File: src/rtl/hash_ctrl_pkg.sv
// Shared types and widths for the shared hash-core front end.
package hash_ctrl_pkg;

    localparam int unsigned DIGEST_W = 32;
    localparam int unsigned BYTE_W   = 8;

    typedef enum logic [2:0] {
        IDLE,
        GRANT,
        FEED,
        WAIT_CORE,
        DONE,
        ERR
    } state_t;

endpackage

File: src/rtl/rr_arbiter_2.sv
// Two-way round-robin arbiter: a lone request always wins, a tie goes to the favoured side.
module rr_arbiter_2 (
    input  logic [1:0] req,
    input  logic       favour,
    output logic [1:0] gnt
);

    always_comb begin
        gnt = '0;
        if (req == 2'b11) begin
            gnt = favour ? 2'b10 : 2'b01;
        end else begin
            gnt = req;
        end
    end

endmodule

File: src/rtl/hash_share_ctrl.sv
// Shares one byte-serial hash core between two requesters, one whole message at a time.
module hash_share_ctrl
    import hash_ctrl_pkg::*;
#(
    parameter int unsigned TIMEOUT_CYCLES = 64,
    parameter int unsigned LEN_W          = 64
) (
    input  logic                    clk,
    input  logic                    rst,
    input  logic [1:0]              req_start,
    input  logic [2*LEN_W-1:0]      req_len,
    input  logic [1:0]              req_valid,
    input  logic [2*BYTE_W-1:0]     req_byte,
    output logic [1:0]              req_ready,
    output logic [1:0]              req_gnt,
    output logic [1:0]              req_done,
    output logic [2*DIGEST_W-1:0]   req_digest,
    output logic [1:0]              req_err,
    output logic                    hash_M_valid,
    output logic [BYTE_W-1:0]       hash_message,
    output logic [LEN_W-1:0]        hash_counter,
    input  logic [DIGEST_W-1:0]     hash_digest_out,
    input  logic                    hash_ready,
    output logic                    busy
);

    localparam int unsigned TMO_W = $clog2(TIMEOUT_CYCLES + 1);

    state_t             state;
    logic               favour;
    logic               owner;
    logic [LEN_W-1:0]   sent_cnt;
    logic [TMO_W-1:0]   tmo_cnt;
    logic [1:0]         arb_gnt;
    logic [1:0]         owner_mask;
    logic [LEN_W-1:0]   win_len;
    logic [BYTE_W-1:0]  owner_byte;

    rr_arbiter_2 u_arb (
        .req    (req_start),
        .favour (favour),
        .gnt    (arb_gnt)
    );

    assign owner_mask = owner ? 2'b10 : 2'b01;
    assign win_len    = arb_gnt[1] ? req_len[2*LEN_W-1:LEN_W] : req_len[LEN_W-1:0];
    assign owner_byte = owner ? req_byte[2*BYTE_W-1:BYTE_W] : req_byte[BYTE_W-1:0];

    always_ff @(posedge clk) begin
        if (rst) begin
            state        <= IDLE;
            favour       <= 1'b0;
            owner        <= 1'b0;
            sent_cnt     <= '0;
            tmo_cnt      <= '0;
            req_ready    <= '0;
            req_gnt      <= '0;
            req_done     <= '0;
            req_err      <= '0;
            req_digest   <= '0;
            hash_M_valid <= 1'b0;
            hash_message <= '0;
            hash_counter <= '0;
            busy         <= 1'b0;
        end else begin
            hash_M_valid <= 1'b0;
            req_done     <= '0;
            req_err      <= '0;
            case (state)
                IDLE: begin
                    if (|req_start) begin
                        owner        <= arb_gnt[1];
                        favour       <= ~arb_gnt[1];
                        req_gnt      <= arb_gnt;
                        hash_counter <= win_len;
                        sent_cnt     <= '0;
                        busy         <= 1'b1;
                        state        <= GRANT;
                    end
                end
                GRANT: begin
                    // Zero-length messages still need one strobe so the core emits its digest.
                    if (hash_counter == '0) begin
                        hash_M_valid <= 1'b1;
                        hash_message <= '0;
                        tmo_cnt      <= '0;
                        state        <= WAIT_CORE;
                    end else begin
                        req_ready <= owner_mask;
                        state     <= FEED;
                    end
                end
                FEED: begin
                    if (|(req_valid & req_ready)) begin
                        hash_message <= owner_byte;
                        hash_M_valid <= 1'b1;
                        sent_cnt     <= sent_cnt + 1'b1;
                        req_ready    <= '0;
                        tmo_cnt      <= '0;
                        state        <= WAIT_CORE;
                    end
                end
                WAIT_CORE: begin
                    if (hash_ready) begin
                        if (sent_cnt == hash_counter) begin
                            if (owner) begin
                                req_digest[2*DIGEST_W-1:DIGEST_W] <= hash_digest_out;
                            end else begin
                                req_digest[DIGEST_W-1:0] <= hash_digest_out;
                            end
                            req_done <= owner_mask;
                            req_gnt  <= '0;
                            state    <= DONE;
                        end else begin
                            req_ready <= owner_mask;
                            state     <= FEED;
                        end
                    end else if (tmo_cnt == TMO_W'(TIMEOUT_CYCLES - 1)) begin
                        // Error pulse lands exactly TIMEOUT_CYCLES after the strobe.
                        req_err <= owner_mask;
                        req_gnt <= '0;
                        state   <= ERR;
                    end else begin
                        tmo_cnt <= tmo_cnt + 1'b1;
                    end
                end
                DONE, ERR: begin
                    busy  <= 1'b0;
                    state <= IDLE;
                end
                default: begin
                    busy  <= 1'b0;
                    state <= IDLE;
                end
            endcase
        end
    end

endmodule

File: config.mk
export PLATFORM = sky130hd
export DESIGN_NAME = hash_share_ctrl
export DESIGN_NICKNAME = d
export VERILOG_FILES = /design/src/rtl/hash_ctrl_pkg.sv /design/src/rtl/rr_arbiter_2.sv /design/src/rtl/hash_share_ctrl.sv
export SDC_FILE = /design/constraint.sdc
export NUM_CORES = 1
export LEC_CHECK = 0
export ABC_AREA = 1
export CORE_MARGIN = 4
export CORE_UTILIZATION = 30
export DETAILED_ROUTE_END_ITERATION = 10
export GPL_TIMING_DRIVEN = 0
export PLACE_DENSITY_LB_ADDON = 0.08
export SLEW_MARGIN = 20
export SYNTH_ARGS = -nofsm -noshare
export SYNTH_HDL_FRONTEND = slang
export SYNTH_SLANG_ARGS = --single-unit
File: constraint.sdc
create_clock -name clk -period 2.4 [get_ports clk]
set_clock_uncertainty 0.2 [all_clocks]
set_input_delay 0.48 -clock clk [delete_from_list [all_inputs] [get_ports clk]]
set_output_delay 0.48 -clock clk [all_outputs]
set_load 0.005 [all_outputs]
==> results.py <==
metrics = {
    "sta": {
        "slew_violations": 0,
        "hold_violations": 0,
        "setup_viol": 0,
        "period_minus_slack_ns": 2.30,
        "timing.final.ws_setup_ns": 0.0976,
        "slew_headroom_pct": 37.9,
        "worst_pin_slew_ns": 0.931,
        "period_share_pct": 95.9,
        "fmax_mhz": 434,
    },
    "synth": {
        "ys_seq_area_share_pct": 38.7,
        "yosys_warnings": 0,
        "avgSynthCellArea_um2": 6.23,
        "netlist_area_mm2": 0.0115,
        "syn-num-nets": 2027,
        "synthDistinctLibCells": 40,
        "synth-seq-cells": 222,
        "synthArstFlopShare_pct": 0,
        "netlist_instances": 1842,
        "synth_edf_count": 0,
        "synth_ff_type": "dfxtp_1",
    },
    "floorplanning": {
        "die_y_um": 204,
        "start_util_pct": 30.5,
        "dieArea_mm2": 0.0414,
        "die_w_um": 204,
        "core-area_mm2": 0.0377,
        "rows": 71,
        "ios": 329,
    },
    "detailed_routing": {
        "dr.pass1.iters": 5,
        "wirelength_um": 41800,
        "drt_iter0_drc": 630,
        "wl_per_cell_um": 15.2,
        "drcViolationCount": 0,
        "antenna_left": 0,
        "vias": 12400,
        "viasPerCell": 4.53,
    },
    "flow_run": {
        "cap_violations": 0,
    },
    "worst_setup_path": {
        "critPathMaxFanout": 4,
        "critPathTopFamily": "buffers and inverters",
        "slowest_stage": "clkdlybuf4s50_1",
        "crit_chain": "clkdlybuf4s50_1",
        "slowest_delay_ns": 0.59,
        "end_kind": "output pin",
        "critPathKind": "register to output pin",
        "r2r_start": "sent_cnt[0]",
        "cp.arrival_ns": 1.62,
        "startpoint": "hash_counter[62]",
        "worst-path-buf-inv": 1,
        "worst_ep_required_time_ns": 1.72,
        "start_kind": "register",
    },
    "placed_design": {
        "dp_slack_ns": -0.545,
        "place_area_mm2": 0.0154,
        "dp.cells": 2681,
        "place_congestion": 0.842,
        "portBuffers": 328,
        "dp_hpwl_um": 32700,
    },
    "power_and_ir_drop": {
        "power_density_mw_per_mm2": 776,
        "total_power_mw": 12.9,
        "ir_drop_v": 0.000520,
        "p_leak_nw": 6.91,
    },
    "finish": {
        "final_common_cell": "nand2_1",
        "fill_cells": 4042,
        "fin_area_mm2": 0.0166,
        "final_cell_mix": "nand2_1, clkdlybuf4s50_1, nor2_1",
        "layout.cells.non_filler": 2741,
        "multi_input_area_mm2": 0.00591,
        "seqCellArea_mm2": 0.00453,
        "drive_gt1_share_pct": 9.84,
        "finalNetCount": 2390,
        "syn2layout_area_growth_pct": 44.9,
    },
    "global_route": {
        "grt_util_all_layers_pct": 19.2,
        "grt_pass1_wl_um": 64100,
        "grt-ovfl-total": 0,
        "antenna_found_initial": 4,
        "grt_max_degree": 14,
        "grt_pass1_vias": 11700,
    },
    "clock_network": {
        "cts_made_buffers": 28,
        "hold_buffers": 0,
        "cts_sinks": 222,
        "cts_tree": "yes",
        "insertion_delay_ns": 0.54,
        "htreeDepth": 1,
        "root_buffer": "clkbuf_16",
        "cts_buffer_depth": 3,
        "cts.clk_slew.worst_paths_ns": 0.06,
    },
    "hold_path": {
        "hold_path_startpoint": "sent_cnt[44]",
        "hold_class": "register to register",
    },
    "status": {
        "outcome": "completed",
    },
}
==> routing by layer <==
metal / wire length (um) / GRT usage [%] / up-vias
met3: 2260 / 2.75 / 62
met1: 20000 / 27.0 / 5576
met4: 1200 / 5.54 / 0
li1: - / - / 6459
met2: 18400 / 30.7 / 312
met5: 0 / 0 / -
==> state kept, by name, indices dropped and copies added, names as in the netlist <==
signal,cells
hash_counter,64
req_err,2
req_ready,2
favour,1
state,3
req_digest,64
owner,1
req_gnt,2
hash_message,8
tmo_cnt,7
req_done,2
sent_cnt,64
busy,1
hash_M_valid,1
==> cell usage after synthesis, types with 5 or more instances <==
master | number | area [um^2]
a21oi_1 | 63 | 315
a31oi_1 | 64 | 400
buf_1 | 11 | 41.3
buf_2 | 11 | 55.1
buf_6 | 6 | 67.6
clkbuf_1 | 33 | 124
dfxtp_1 | 222 | 4440
inv_1 | 225 | 845
inv_2 | 14 | 52.6
nand2_1 | 670 | 2510
nand2_2 | 7 | 43.8
nand3_1 | 31 | 155
nand3_2 | 5 | 50.1
nand4_1 | 21 | 131
nor2_1 | 297 | 1110
nor2_4 | 11 | 124
nor3_1 | 41 | 205
nor3_4 | 5 | 81.3
nor4_1 | 7 | 43.8
o21a_1 | 11 | 82.6
o21ai_0 | 44 | 220
xor2_1 | 13 | 114
==> area by class of cell <==
type / count / share of cell area (%)
antenna: 4 / 0.0602
buffer: 61 / 1.98
clock buffer: 40 / 4.98
clock inverter: 11 / 0.783
inverter: 242 / 5.47
multi-input combinational: 1317 / 35.6
sequential: 222 / 27.2
tap: 511 / 3.85
timing repair buffer: 333 / 20.1
==> worst paths after layout <==
check | cells past startpoint | slack (ns) | to
worst min-delay path | 1 | 0.26 | sent_cnt[44]
worst max-delay path | 1 | 0.1 | hash_counter[62]
worst max register to register | 12 | 0.13 | sent_cnt[44]
worst min register to register | 1 | 0.26 | sent_cnt[44]
==> repair_timing <==
item / 4_1_cts / 5_1_grt
cloned: 0 / 1
setup endpoints to repair: 88 / 160
gates resized for setup: 12 / 118
pin swaps: 2 / 6
buffers inserted: 1 / 3
==> where the power goes <==
group | internal (mW) | switching, mW
sequential | 4.08 | 0.433
clock | 2.70 | 1.67
combinational | 1.69 | 2.32
==> logic make-up (layout without fill, tap and decap cells) <==
group / count (synthesis) / count (layout) / synth area share [%]
xor gates and xnor gates: 13 / 13 / 0.993
buffers and inverters: 303 / 687 / 10.4
DFF: 222 / 222 / 38.7
adders and majority gates: 2 / 2 / 0.218
and+or+nand+nor: 1110 / 1110 / 40.1
AOI/OAI and AO/OA: 192 / 192 / 9.52
other: 0 / 4 / 0
==> metrics by stage <==
step           setup TNS, ns  utilization [%]  hold slack, ns
5_1_grt             -0.00251             44.1           0.271
6_report                   0             44.1           0.257
3_5_place_dp          -64.78             40.9           0.257
2_1_floorplan              0                -           0.237
4_1_cts                    0             43.5           0.265
3_3_place_gp          -60.50             40.9           0.252
Power figures use the tool's default switching activity.
==> RTL change 1, RTL diff (same flow settings) <==
Change the parameter `LEN_W` from 64 to 128.
--- a/src/rtl/hash_share_ctrl.sv
+++ b/src/rtl/hash_share_ctrl.sv
@@ -3,7 +3,7 @@
     import hash_ctrl_pkg::*;
 #(
     parameter int unsigned TIMEOUT_CYCLES = 64,
-    parameter int unsigned LEN_W          = 64
+    parameter int unsigned LEN_W          = 128
 ) (
     input  logic                    clk,
     input  logic                    rst,
Ports: changed (resized hash_counter and req_len); port bits go from 329 to 521. The function was not compared with the original's and may differ.
==> RTL change 1 against the unedited design <==
- the run now ends with negative setup slack left
- hold slack got worse by 9.4 ps
- count of clock-buffer cells in the layout increased by 37
- via count increased by 79%
- total power increased by 86%
- area after synthesis increased by 69%
- clock power increased by 59%
- wire length increased by 110%
- design area increased by 77%
- sequential cell count increased by 128
- maximum frequency decreased by 8.0%
- worst setup slack got worse by 200 ps
- critical endpoint is now sent_cnt[61]
- largest power group is now combinational logic
==> RTL change 1: results <==
metrics = {
    "outcome": {
        "status": "finished, violations left",
        "violations": "negative setup slack",
    },
    "place": {
        "numPlacedInstances": 4414,
        "place_ws_ps": -951.3,
        "dpl_cell_area_sq_um": 25590,
        "hpwl_mm": 69.59,
        "portBuffers": 519,
    },
    "clock_tree": {
        "cts_setup_buffers": 29,
        "cts_buffers": 46,
        "htreeDepth": 2,
    },
    "route": {
        "via_per_inst": 4.843,
        "drt_iter0_drc": 1611,
        "dr.pass1.iters": 6,
        "wl_mm": 89.23,
    },
    "final_layout": {
        "buffer_area_frac": 0.2212,
        "top_regs": "hash_counter (128), sent_cnt (128), req_digest (64)",
        "layout-drive-gt1-share": 0.1755,
        "inv_count": 296,
        "clkbuf_count": 77,
        "multi_input_area_share": 0.4078,
        "n_fill_cell": 6599,
        "design_area_sq_um": 29410,
        "seq_area_frac": 0.2451,
        "signal_buffers": 698,
        "nNetsFinal": 3998,
        "clk_share": 0.05080,
    },
    "sta": {
        "timing.final.ws_setup_ps": -103.1,
        "worst_pin_slew_ps": 920.3,
        "finalSetupViolations": 5,
    },
    "grt": {
        "grtUsageMet2": 0.4027,
        "use_met3": 0.03662,
        "antenna_found_initial": 9,
        "grt_pass1_wl_mm": 128.2,
        "grt_max_degree": 20,
        "use_met1": 0.3321,
    },
    "synthesis": {
        "synthTopCellsByCount": "nand2_1 (992), nor2_1 (467), dfxtp_1 (350)",
        "synth_compound_area_frac": 0.1101,
        "synth-seq-cells": 350,
        "syn-cell-area_sq_um": 19330,
        "synthAdderAreaFrac": 0.001294,
        "synth_area_leaders": "dfxtp_1 (36%), nand2_1 (19%), nor2_1 (9.1%)",
        "syn_nets": 3362,
    },
    "worst_hold_path": {
        "holdPathEnd": "hash_counter[1]",
        "hold_class": "in -> reg",
        "holdPathStages": 3,
        "min-delay-start": "req_len[1]",
    },
    "pwr": {
        "swShare": 0.3902,
        "max-vdd-ir-drop_uv": 570.8,
        "power_sequential_mw": 7.72,
    },
    "setup_path": {
        "worstPathMaxFanout": 10,
        "r2r_end": "sent_cnt[61]",
        "cp.arrival_ps": 2770,
        "critical_path.top_delay_family": "simple AND/OR/NAND/NOR gates",
        "worstRegToRegCells": 10,
        "critPathSlowestCell": "nor3b_2",
    },
}
[RTL change 1: changes by cell type after synthesis, sizes merged, moves of 12 or more]
cell    before   now
a22oi        1    13
a31oi       64   119
a21oi       63   130
nor3        46   111
nor2       311   496
dfxtp      222   350
inv        239   293
nand3       38    89
xnor2        0   115
nand4       21    59
o21ai       45    78
nand2      679  1008
clkbuf      33    83
[RTL change 1: per-layer routing]
layer  share of wire  vias up
li1                -    11088
met1            0.44    10265
met2            0.47      682
met3           0.062      131
met4           0.027        0
met5               0        -
[RTL change 1: how the worst max path moves through the flow]
stage / startpoint / to / slack [ps] / depth (start not counted)
after floorplan: sent_cnt[0] / sent_cnt[56] / 250 / 12
after global placement: req_start[1] / hash_counter[81] / -1420 / 7
after detailed placement: req_valid[1] / sent_cnt[91] / -950 / 13
after CTS: state[0] / sent_cnt[61] / -60 / 11
after global routing: state[0] / sent_cnt[69] / -150 / 14
final: req_ready[1] / sent_cnt[61] / -100 / 10
==> RTL change 2, RTL diff (same settings) <==
Made on the original files. Make the reset (`rst`) asynchronous in one clocked block.
--- a/src/rtl/hash_share_ctrl.sv
+++ b/src/rtl/hash_share_ctrl.sv
@@ -46,7 +46,7 @@
     assign win_len    = arb_gnt[1] ? req_len[2*LEN_W-1:LEN_W] : req_len[LEN_W-1:0];
     assign owner_byte = owner ? req_byte[2*BYTE_W-1:BYTE_W] : req_byte[BYTE_W-1:0];
 
-    always_ff @(posedge clk) begin
+    always_ff @(posedge clk or posedge rst) begin
         if (rst) begin
             state        <= IDLE;
             favour       <= 1'b0;
Behaviour: differs if rst is asserted again (counterexample within 4 cycles, from zero or initial values and one cycle with rst high); with rst held inactive, the same outputs for 4 cycles.
==> RTL change 2 against the unedited design <==
- wire length is 15% higher
- total power grew 17%
- area after synthesis is 6.3% higher
- sequential power is 14% higher
- via count fell by 0.53%
- count of clock-buffer cells in the layout grew 5
- sequential cell count stayed put
- worst setup slack gained 6.0 ps
- first-iteration DRC count grew 36%
- maximum frequency up 0.26%
- design area up 5.0%
==> RTL change 2: results <==
metrics = {
    "grt": {
        "use_met1": 0.3066,
        "use_met3": 0.03408,
        "antenna_found_initial": 3,
        "grt_max_degree": 32,
        "grt_use_total": 0.2110,
        "grtUsageMet2": 0.3327,
        "grt_pass1_wl_mm": 73.27,
        "grt_pass1_vias": 12018,
    },
    "sta": {
        "worst_pin_slew_ps": 727.0,
        "finalSetupViolations": 0,
    },
    "final_layout": {
        "n_fill_cell": 4142,
        "nNetsFinal": 2220,
        "layout-drive-gt1-share": 0.1041,
    },
    "synthesis": {
        "synth_ff_type": "dfrtp_1",
        "synth_cell_type_count": 38,
        "async_flop_share": 1.000,
        "syn_nets": 1849,
        "synth.yosys.seq_area_share": 0.4558,
        "synth_area_leaders": "dfrtp_1 (46%), nand2_1 (17%), inv_1 (7.0%)",
        "synthTopCellsByCount": "nand2_1 (544), inv_1 (226), dfrtp_1 (222)",
    },
    "route": {
        "route.met3.wl_mm": 2.655,
        "drt_iter0_drc": 856,
        "wl_mm": 48.22,
        "met1_length_mm": 22.98,
        "dr_wl_met2_mm": 21.59,
        "via_per_inst": 4.779,
    },
    "place": {
        "place_ws_ps": -730.0,
        "gp_congestion": 0.9133,
        "hpwl_mm": 37.66,
    },
    "setup_path": {
        "cp.arrival_ps": 2520,
        "crit_end": "sent_cnt[40]",
        "worstPathMaxFanout": 6,
        "critPathSlowestCell": "dfrtp_1",
        "rrSetupSlack_ps": 100,
        "worstRegToRegCells": 10,
        "slowest_delay_ps": 410,
        "r2r-start": "sent_cnt[1]",
    },
    "pwr": {
        "switching_power_mw": 5.638,
        "p_clk_mw": 4.10,
        "p_leak_nw": 7.888,
        "max-vdd-ir-drop_uv": 436.5,
        "p_comb_frac": 0.388,
        "power_density_nw_per_um2": 864.1,
    },
    "worst_hold_path": {
        "hold_class": "in -> async",
    },
    "outcome": {
        "status": "complete, no violations",
    },
}
## RTL change 2: through the flow
step	TNS, ps	cells	area (sq um)	hold slack [ps]
6_report	0	2583	17450	37.56
5_1_grt	-65.78	2583	17450	29.41
3_5_place_dp	-60790	2525	16290	265.7
3_3_place_gp	-797700	2517	16130	259.5
4_1_cts	0	2576	17250	12.05
2_1_floorplan	-261080	1664	12190	243.9
## RTL change 2: layout make-up
type	count	share of cell area
Antenna cell	3	0.0004301
Buffer	54	0.02165
Clock buffer	45	0.04904
Clock inverter	5	0.001577
Inverter	239	0.05162
Multi-Input combinational cell	1149	0.3192
Sequential cell	222	0.3194
Tap cell	525	0.03764
Timing Repair Buffer	341	0.1994
## RTL change 2: kinds of logic after synthesis
group           synth area share
fa+ha+maj               0.002053
compound gates            0.1241
xor+xnor                 0.01581
buf+inv                  0.09967
simple gates              0.3026
flops                     0.4558
## RTL change 2: repair_timing
item                                    in CTS  in global routing
resized for setup                           27                 70
buffers inserted                             1                  4
endpoints found under the setup margin     153                170
pin swaps                                    0                  4
